File: src/rtl/audio_track_recorder_if.sv
// SRAM bus between the recorder (master) and the external 16-bit asynchronous SRAM (slave).
// Every master-driven signal is registered inside the recorder; read data is expected to be
// valid one cycle after the address is presented.
interface audio_track_recorder_if #(
    parameter int unsigned SAMPLE_W = 16,
    parameter int unsigned ADDR_W   = 18
);
    logic [ADDR_W-1:0]   sram_addr;
    logic [SAMPLE_W-1:0] sram_wdata;
    logic [SAMPLE_W-1:0] sram_rdata;
    logic                sram_we_n;
    logic                sram_oe_n;

    modport master (
        output sram_addr,
        output sram_wdata,
        output sram_we_n,
        output sram_oe_n,
        input  sram_rdata
    );

    modport slave (
        input  sram_addr,
        input  sram_wdata,
        input  sram_we_n,
        input  sram_oe_n,
        output sram_rdata
    );
endinterface

File: src/rtl/audio_track_recorder.sv
// Multi-track SRAM record / looped playback / bounce (mix) controller, CLOCK_50 domain.
// Track t occupies SRAM words [t*TRACK_DEPTH, (t+1)*TRACK_DEPTH-1].
// Optional feature macro: AUDIO_REC_MIX_SATURATE_EN
//   defined   : mix result is A+B clamped to the signed sample range
//   undefined : mix result is (A+B) >>> 1, which cannot overflow
module audio_track_recorder #(
    parameter int unsigned SAMPLE_W    = 16,
    parameter int unsigned ADDR_W      = 18,
    parameter int unsigned NUM_TRACKS  = 4,
    parameter int unsigned TRACK_DEPTH = 64000,
    localparam int unsigned TRK_W      = (NUM_TRACKS > 1) ? $clog2(NUM_TRACKS) : 1,
    localparam int unsigned LEN_W      = $clog2(TRACK_DEPTH + 1)
) (
    input  logic                 CLOCK_50,
    input  logic                 rst,
    input  logic                 sample_strobe,
    input  logic                 start,
    input  logic                 stop,
    input  logic [1:0]           mode,
    input  logic [TRK_W-1:0]     trk_a,
    input  logic [TRK_W-1:0]     trk_b,
    input  logic [TRK_W-1:0]     trk_dst,
    input  logic [SAMPLE_W-1:0]  audio_in,
    output logic [SAMPLE_W-1:0]  audio_out,
    output logic                 audio_valid,
    output logic                 busy,
    output logic                 done,
    output logic                 full,
    audio_track_recorder_if.master bus
);

    localparam logic [1:0]       ModeRecord = 2'd0;
    localparam logic [1:0]       ModePlay   = 2'd1;
    localparam logic [1:0]       ModeMix    = 2'd2;
    localparam logic [1:0]       ModeRsvd   = 2'd3;
    localparam logic [LEN_W-1:0] DepthLen   = LEN_W'(TRACK_DEPTH);

    typedef enum logic [3:0] {
        StIdle,
        StRecWait,
        StRecWr,
        StPlayWait,
        StPlayRd,
        StPlayCap,
        StMixRdA,
        StMixRdB,
        StMixCap,
        StMixWr
    } state_e;

    state_e              state_q;
    logic [TRK_W-1:0]    trk_a_q;
    logic [TRK_W-1:0]    trk_b_q;
    logic [TRK_W-1:0]    trk_dst_q;
    logic [LEN_W-1:0]    ptr_q;
    logic [LEN_W-1:0]    mix_n_q;
    logic [LEN_W-1:0]    len_q [NUM_TRACKS];
    logic [SAMPLE_W-1:0] mix_a_q;
    logic                stop_pend_q;

    logic [LEN_W-1:0]    ptr_inc;
    logic [LEN_W-1:0]    len_a;
    logic [LEN_W-1:0]    len_b;
    logic [LEN_W-1:0]    mix_min;
    logic [LEN_W-1:0]    play_len;
    logic [SAMPLE_W:0]   mix_sum;
    logic [SAMPLE_W-1:0] mix_res;

    // First word of a track region.
    function automatic logic [ADDR_W-1:0] base(input logic [TRK_W-1:0] t);
        return ADDR_W'(t) * ADDR_W'(TRACK_DEPTH);
    endfunction

    // Pointer increment and length lookups used by the FSM.
    always_comb begin
        ptr_inc  = ptr_q + LEN_W'(1);
        len_a    = len_q[trk_a];
        len_b    = len_q[trk_b];
        mix_min  = (len_a < len_b) ? len_a : len_b;
        play_len = len_q[trk_a_q];
    end

    // Mix of the captured A sample with B, which is on the read bus during StMixCap.
    always_comb begin
        mix_sum = {mix_a_q[SAMPLE_W-1], mix_a_q}
                + {bus.sram_rdata[SAMPLE_W-1], bus.sram_rdata};
`ifdef AUDIO_REC_MIX_SATURATE_EN
        // Top two sum bits disagree only when A+B left the sample range.
        if (mix_sum[SAMPLE_W] != mix_sum[SAMPLE_W-1]) begin
            mix_res = mix_sum[SAMPLE_W] ? {1'b1, {(SAMPLE_W-1){1'b0}}}
                                        : {1'b0, {(SAMPLE_W-1){1'b1}}};
        end else begin
            mix_res = mix_sum[SAMPLE_W-1:0];
        end
`else
        mix_res = mix_sum[SAMPLE_W:1];
`endif
    end

    // Control FSM with registered SRAM strobes, status and playback outputs.
    always_ff @(posedge CLOCK_50) begin
        if (rst) begin
            state_q        <= StIdle;
            trk_a_q        <= '0;
            trk_b_q        <= '0;
            trk_dst_q      <= '0;
            ptr_q          <= '0;
            mix_n_q        <= '0;
            mix_a_q        <= '0;
            stop_pend_q    <= 1'b0;
            for (int unsigned t = 0; t < NUM_TRACKS; t++) begin
                len_q[t] <= '0;
            end
            bus.sram_addr  <= '0;
            bus.sram_wdata <= '0;
            bus.sram_we_n  <= 1'b1;
            bus.sram_oe_n  <= 1'b1;
            audio_out      <= '0;
            audio_valid    <= 1'b0;
            busy           <= 1'b0;
            done           <= 1'b0;
            full           <= 1'b0;
        end else begin
            audio_valid <= 1'b0;
            done        <= 1'b0;

            unique case (state_q)
                StIdle: begin
                    if (start && (mode != ModeRsvd)) begin
                        trk_a_q     <= trk_a;
                        trk_b_q     <= trk_b;
                        trk_dst_q   <= trk_dst;
                        ptr_q       <= '0;
                        full        <= 1'b0;
                        stop_pend_q <= 1'b0;
                        case (mode)
                            ModeRecord: begin
                                len_q[trk_a] <= '0;
                                state_q      <= StRecWait;
                                busy         <= 1'b1;
                            end
                            ModePlay: begin
                                if (len_a == '0) begin
                                    done <= 1'b1;
                                end else begin
                                    state_q <= StPlayWait;
                                    busy    <= 1'b1;
                                end
                            end
                            ModeMix: begin
                                if (mix_min == '0) begin
                                    len_q[trk_dst] <= '0;
                                    done           <= 1'b1;
                                end else begin
                                    mix_n_q       <= mix_min;
                                    bus.sram_addr <= base(trk_a);
                                    state_q       <= StMixRdA;
                                    busy          <= 1'b1;
                                end
                            end
                            default: ;
                        endcase
                    end
                end

                StRecWait: begin
                    // stop wins over a coincident strobe: no write is started.
                    if (stop) begin
                        state_q <= StIdle;
                        busy    <= 1'b0;
                        done    <= 1'b1;
                    end else if (sample_strobe) begin
                        bus.sram_addr  <= base(trk_a_q) + ADDR_W'(ptr_q);
                        bus.sram_wdata <= audio_in;
                        bus.sram_we_n  <= 1'b0;
                        state_q        <= StRecWr;
                    end
                end

                StRecWr: begin
                    // The write strobe has been low for this cycle; the sample is committed.
                    bus.sram_we_n   <= 1'b1;
                    ptr_q           <= ptr_inc;
                    len_q[trk_a_q]  <= ptr_inc;
                    if (ptr_inc == DepthLen) begin
                        full    <= 1'b1;
                        state_q <= StIdle;
                        busy    <= 1'b0;
                        done    <= 1'b1;
                    end else if (stop) begin
                        state_q <= StIdle;
                        busy    <= 1'b0;
                        done    <= 1'b1;
                    end else begin
                        state_q <= StRecWait;
                    end
                end

                StPlayWait: begin
                    if (stop) begin
                        state_q <= StIdle;
                        busy    <= 1'b0;
                        done    <= 1'b1;
                    end else if (sample_strobe) begin
                        bus.sram_addr <= base(trk_a_q) + ADDR_W'(ptr_q);
                        bus.sram_oe_n <= 1'b0;
                        state_q       <= StPlayRd;
                    end
                end

                StPlayRd: begin
                    // A stop here is remembered so the read still completes.
                    if (stop) begin
                        stop_pend_q <= 1'b1;
                    end
                    state_q <= StPlayCap;
                end

                StPlayCap: begin
                    audio_out     <= bus.sram_rdata;
                    audio_valid   <= 1'b1;
                    bus.sram_oe_n <= 1'b1;
                    ptr_q         <= (ptr_inc == play_len) ? '0 : ptr_inc;
                    if (stop || stop_pend_q) begin
                        stop_pend_q <= 1'b0;
                        state_q     <= StIdle;
                        busy        <= 1'b0;
                        done        <= 1'b1;
                    end else begin
                        state_q <= StPlayWait;
                    end
                end

                StMixRdA: begin
                    // A's address went out with oe_n high: this cycle is the bus turnaround
                    // after the previous element's write. Its data arrives during StMixRdB.
                    bus.sram_addr <= base(trk_b_q) + ADDR_W'(ptr_q);
                    bus.sram_oe_n <= 1'b0;
                    state_q       <= StMixRdB;
                end

                StMixRdB: begin
                    mix_a_q <= bus.sram_rdata;
                    state_q <= StMixCap;
                end

                StMixCap: begin
                    bus.sram_wdata <= mix_res;
                    bus.sram_addr  <= base(trk_dst_q) + ADDR_W'(ptr_q);
                    bus.sram_oe_n  <= 1'b1;
                    bus.sram_we_n  <= 1'b0;
                    state_q        <= StMixWr;
                end

                StMixWr: begin
                    bus.sram_we_n <= 1'b1;
                    if (ptr_inc == mix_n_q) begin
                        len_q[trk_dst_q] <= mix_n_q;
                        state_q          <= StIdle;
                        busy             <= 1'b0;
                        done             <= 1'b1;
                    end else begin
                        ptr_q         <= ptr_inc;
                        bus.sram_addr <= base(trk_a_q) + ADDR_W'(ptr_inc);
                        state_q       <= StMixRdA;
                    end
                end

                default: begin
                    state_q <= StIdle;
                end
            endcase
        end
    end

endmodule

File: src/flat_wrapper.sv
// flat-port wrapper written by rule: the top's interface ports become plain ports
module audio_track_recorder_flat 
#(
    parameter int unsigned SAMPLE_W    = 16,
    parameter int unsigned ADDR_W      = 18,
    parameter int unsigned NUM_TRACKS  = 4,
    parameter int unsigned TRACK_DEPTH = 64000,
    localparam int unsigned TRK_W      = (NUM_TRACKS > 1) ? $clog2(NUM_TRACKS) : 1,
    localparam int unsigned LEN_W      = $clog2(TRACK_DEPTH + 1)
)
  (CLOCK_50, rst, sample_strobe, start, stop, mode, trk_a, trk_b, trk_dst, audio_in, audio_out, audio_valid, busy, done, full, bus_sram_addr, bus_sram_wdata, bus_sram_we_n, bus_sram_oe_n, bus_sram_rdata);
  audio_track_recorder_if #(.SAMPLE_W(SAMPLE_W), .ADDR_W(ADDR_W)) bus_i ();
  input  logic CLOCK_50;
  input  logic rst;
  input  logic sample_strobe;
  input  logic start;
  input  logic stop;
  input  logic [1:0] mode;
  input  logic [TRK_W-1:0] trk_a;
  input  logic [TRK_W-1:0] trk_b;
  input  logic [TRK_W-1:0] trk_dst;
  input  logic [SAMPLE_W-1:0] audio_in;
  output logic [SAMPLE_W-1:0] audio_out;
  output logic audio_valid;
  output logic busy;
  output logic done;
  output logic full;
  output wire logic [$bits(bus_i.sram_addr)-1:0] bus_sram_addr;
  output wire logic [$bits(bus_i.sram_wdata)-1:0] bus_sram_wdata;
  output wire logic [$bits(bus_i.sram_we_n)-1:0] bus_sram_we_n;
  output wire logic [$bits(bus_i.sram_oe_n)-1:0] bus_sram_oe_n;
  input wire logic [$bits(bus_i.sram_rdata)-1:0] bus_sram_rdata;
  assign bus_sram_addr = bus_i.sram_addr;
  assign bus_sram_wdata = bus_i.sram_wdata;
  assign bus_sram_we_n = bus_i.sram_we_n;
  assign bus_sram_oe_n = bus_i.sram_oe_n;
  assign bus_i.sram_rdata = bus_sram_rdata;
  audio_track_recorder #(.SAMPLE_W(SAMPLE_W), .ADDR_W(ADDR_W), .NUM_TRACKS(NUM_TRACKS), .TRACK_DEPTH(TRACK_DEPTH)) u_core (.CLOCK_50(CLOCK_50), .rst(rst), .sample_strobe(sample_strobe), .start(start), .stop(stop), .mode(mode), .trk_a(trk_a), .trk_b(trk_b), .trk_dst(trk_dst), .audio_in(audio_in), .audio_out(audio_out), .audio_valid(audio_valid), .busy(busy), .done(done), .full(full), .bus(bus_i));
endmodule
File: config.mk
export PLATFORM = sky130hd
export DESIGN_NAME = audio_track_recorder_flat
export DESIGN_NICKNAME = d
export VERILOG_FILES = /design/src/rtl/audio_track_recorder_if.sv /design/src/rtl/audio_track_recorder.sv /design/src/flat_wrapper.sv
export SDC_FILE = /design/constraint.sdc
export NUM_CORES = 1
export LEC_CHECK = 0
export BUFFER_PORTS_ARGS = -buffer_cell sky130_fd_sc_hd__buf_2
export CAP_MARGIN = 15
export CORE_MARGIN = 3
export CORE_UTILIZATION = 50
export DETAILED_ROUTE_END_ITERATION = 12
export GPL_ROUTABILITY_DRIVEN = 1
export PLACE_DENSITY = 0.69
export RECOVER_POWER = 50
export SETUP_SLACK_MARGIN = 0.05
export SYNTH_ARGS = -nofsm -noshare
export SYNTH_HDL_FRONTEND = slang
export SYNTH_SLANG_ARGS = --single-unit
File: constraint.sdc
create_clock -name CLOCK_50 -period 4.99 [get_ports CLOCK_50]
set_input_delay 0.2495 -clock CLOCK_50 [delete_from_list [all_inputs] [get_ports CLOCK_50]]
set_output_delay 0.2495 -clock CLOCK_50 [all_outputs]
set_load 0.005 [all_outputs]
==> metrics <==
Final Cycle Share 0.8728; peak fanout along the critical path 30; die height approximately 160 µm; initial antenna violation count 3; Synth top area share 0.1916; met1 WL 15.76 mm; detailed-route via count around 10,000; dpl hpwl between 20 and 30 mm; Worst-path clk slew 0.08 ns; pwr/cell area 298.9 nW/µm²; Synth async-reset ratio 0; Least-Margin Pin Slew 0.9985 ns; io pins between 100 and 150; htree depth 4; # port buffers 100; leading post-synthesis cells by cell area dfxtp_1 (19%), edfxtp_1 (16%), mux4_2 (8.8%), ha_1 (6.3%), nand2_1 (4.1%); # DRC 0; Final Core Density 0.5655; final instance area 13,430 µm²; Worst EP arrival 4.52 ns; CTS Root Cell clkbuf_16; CORE AREA 23,750 µm²; CTS tree yes; CTS Hold Buffers Added 0; Slew HR 0.3343; delay-heaviest family, CP compound AO/OA/AOI/OAI gates; Crit Path Category reg2reg; post-place instance area 12,930 µm²; via count of the first global-routing pass 9,745; Crit path largest cell delay 0.51 ns; routed wl met2 14.77 mm; Final WS setup between 0.6 and 0.7 ns; most frequent cell after synthesis nand2_1; CP max stage cell mux4_2; WL/cell 19.96 µm; Post-synth EDFFs 64; most instantiated cells after synthesis nand2_1 (135), dfxtp_1 (117), nor2_1 (116); Detailed Routing Iterations Pass 1 6; Synthesized Nets 1,413; Static Leak ~5.2 nW; unrepaired setup endpoints after global routing false; NumNets Final 1,474; reg2reg setup slack around 0.63 ns; clock buffer depth 2; full die area 26,370 µm²; Total GRT Usage 0.2587; #FFs+latches synth 181; Cells after Synth 1,303; worst-path cell chain mux4_2, ha_1, a21o_1, a2111oi_0, o21ai_0, a21oi_1, a21oi_1, o21ai_0, mux2i_1, a21o_1, buf_12, nor3_1; final std cells w/o fill 1,697; worst vdd ir 0.1616 mV; CTS Buf Count 17; worst clock skew between 0.015 and 0.02 ns; Post-DRT Antenna Nets 0; post-CTS sizing 0; first-pass GRT wire length 53.99 mm; top layer reached by signal wires met5; WL final 33.87 mm; Synth cell types 84; layout cells sized above 1 0.1590; Synth Area per Inst 9.384 µm²; Critical Path Sink Type flop; largest net degree at the start of global routing 57; buffers and inverters on the worst path 1; Seq/Total Area, Yosys 0.3488; Placer Congestion just over 0.9; status finished, final reports clean; post-place setup slack ~0.7 ns; Rows 56; postcts setup bufs 0; worst hold path class in2reg; final setup fails 0; synthesis-to-finish area growth 9.854%; Synth Cell Area 12,230 µm²; leading register cell type out of synthesis dfxtp_1; Final Max Slew Viols 0; Yosys Warn Count 0; GRT overflow 0; Required @ worst endpoint 5.15 ns; Worst-Skew Late Latency between 0.4 and 0.5 ns; Die W 162.4 µm; routed vias/inst 6.065; Final Hold Fails 0; sum of negative setup slack 0 ns; Sink Count about 180; starting density of the core 0.5147; Synth area leader dfxtp_1; Final min period 4.355 ns; fmax 0.2296 GHz; max-cap viol count 0; met3 routed WL about 2.6 mm; Iter 0 DRT Violations roughly 1,000; Setup crit start kind flop; Placed Instances roughly 1,700
-- cell usage in the layout, fill, tap and decap left out, types with 5 or more instances in the layout --
cell | netlist | routed
or3_1 | 12 | 12
a211oi_1 | 34 | 34
buf_2 | 18 | 68
nor3_1 | 63 | 62
mux2i_1 | 38 | 38
o211ai_1 | 8 | 9
o21ai_0 | 42 | 44
inv_1 | 65 | 65
xnor3_1 | 9 | 9
o21a_1 | 6 | 6
nor2b_1 | 12 | 12
nor3_2 | 18 | 19
a31oi_1 | 9 | 9
and4_1 | 5 | 5
edfxtp_1 | 64 | 64
a311oi_1 | 8 | 8
or4_1 | 4 | 5
dfxtp_1 | 117 | 117
a21oi_1 | 99 | 98
mux4_2 | 48 | 48
ha_1 | 62 | 62
clkbuf_1 | 38 | 34
a22oi_1 | 14 | 14
xor2_1 | 28 | 28
nor2_1 | 116 | 116
xnor2_1 | 35 | 35
o31ai_1 | 7 | 7
inv_6 | 0 | 6
nand4_1 | 14 | 15
nand2_1 | 135 | 135
buf_4 | 12 | 26
a21o_1 | 16 | 16
and2_1 | 6 | 6
and3_1 | 7 | 7
nor4_1 | 12 | 12
nand3_1 | 23 | 23
nand2b_1 | 8 | 8
clkbuf_16 | 0 | 17
-- registers in the layout (all words and copies together) (netlist names), 2 cells and up, named ones only --
name and count:
u_core.audio_out 16, u_core.bus.sram_addr 18, u_core.bus.sram_wdata 16, u_core.len_q 64, u_core.mix_a_q 16, u_core.mix_n_q 16
u_core.ptr_q 16, u_core.state_q 4, u_core.trk_a_q 2, u_core.trk_b_q 2, u_core.trk_dst_q 2
-- routing by layer --
layer,vias to the layer above,global-route usage
li1,4872,-
met1,4960,0.3889
met2,400,0.3820
met3,57,0.04832
met4,4,0.07251
met5,-,0
-- layout make-up --
| cell class | count | area [µm²] |
|---|---|---|
| tap | 319 | 399.1 |
| fill | 2170 | 10320 |
| sequential | 181 | 4264 |
| timing repair buffer | 129 | 683.2 |
| clock buffer | 17 | 425.4 |
| multi-input combinational | 968 | 7252 |
| inverter | 67 | 251.5 |
| clock inverter | 15 | 153.9 |
| antenna | 1 | 2.502 |
-- final timing paths --
| kind | start | to | cells past startpoint |
|---|---|---|---|
| setup / recovery | u_core.len_q[0][10] | u_core.len_q[0][3] | 12 |
| hold / removal | bus_sram_rdata[7] | u_core.audio_out[7] | 3 |
| setup reg to reg | u_core.len_q[0][10] | u_core.len_q[0][3] | 12 |
| hold reg to reg | u_core.bus.sram_addr[15] | u_core.bus.sram_addr[15] | 2 |
-- worst register-to-register path: cells and delay by family (launching register included) --
family | cells | cell delay (ns)
flops | 1 | 0.45
fa+ha+maj | 1 | 0.34
buf+inv | 1 | 0.22
simple gates | 1 | 0.08
compound gates | 7 | 1.96
mux | 2 | 1.01
-- logic make-up (layout without fill, tap and decap cells) --
group / count (synthesis) / count (layout) / synth area share
AND/OR/NAND/NOR: 461 / 461 / 0.1931
other: 0 / 1 / 0
AO/OA/AOI/OAI: 280 / 280 / 0.1475
XOR/XNOR: 74 / 74 / 0.06437
flip-flops: 181 / 181 / 0.3488
multiplexers: 87 / 87 / 0.1204
adder cells (fa/ha/maj): 66 / 66 / 0.06918
buffers and inverters: 154 / 228 / 0.05669
-- per-stage QoR --
stage | power, W | hold slack [ns]
after floorplan | 0.002404 | 0.3855
after global placement | 0.002669 | 0.4397
after detailed placement | 0.002683 | 0.4404
after CTS | 0.004044 | 0.05066
after global routing | 0.004196 | 0.06444
final | 0.004015 | 0.06416
-- power breakdown --
group          internal, W  leakage, nW  switching, W
combinational     0.000383         3.32      0.000551
sequential         0.00163         1.61     0.0000892
clock             0.000710        0.283      0.000655
total              0.00272         5.22       0.00130
Note: power is estimated with default switching activity, not from simulation.
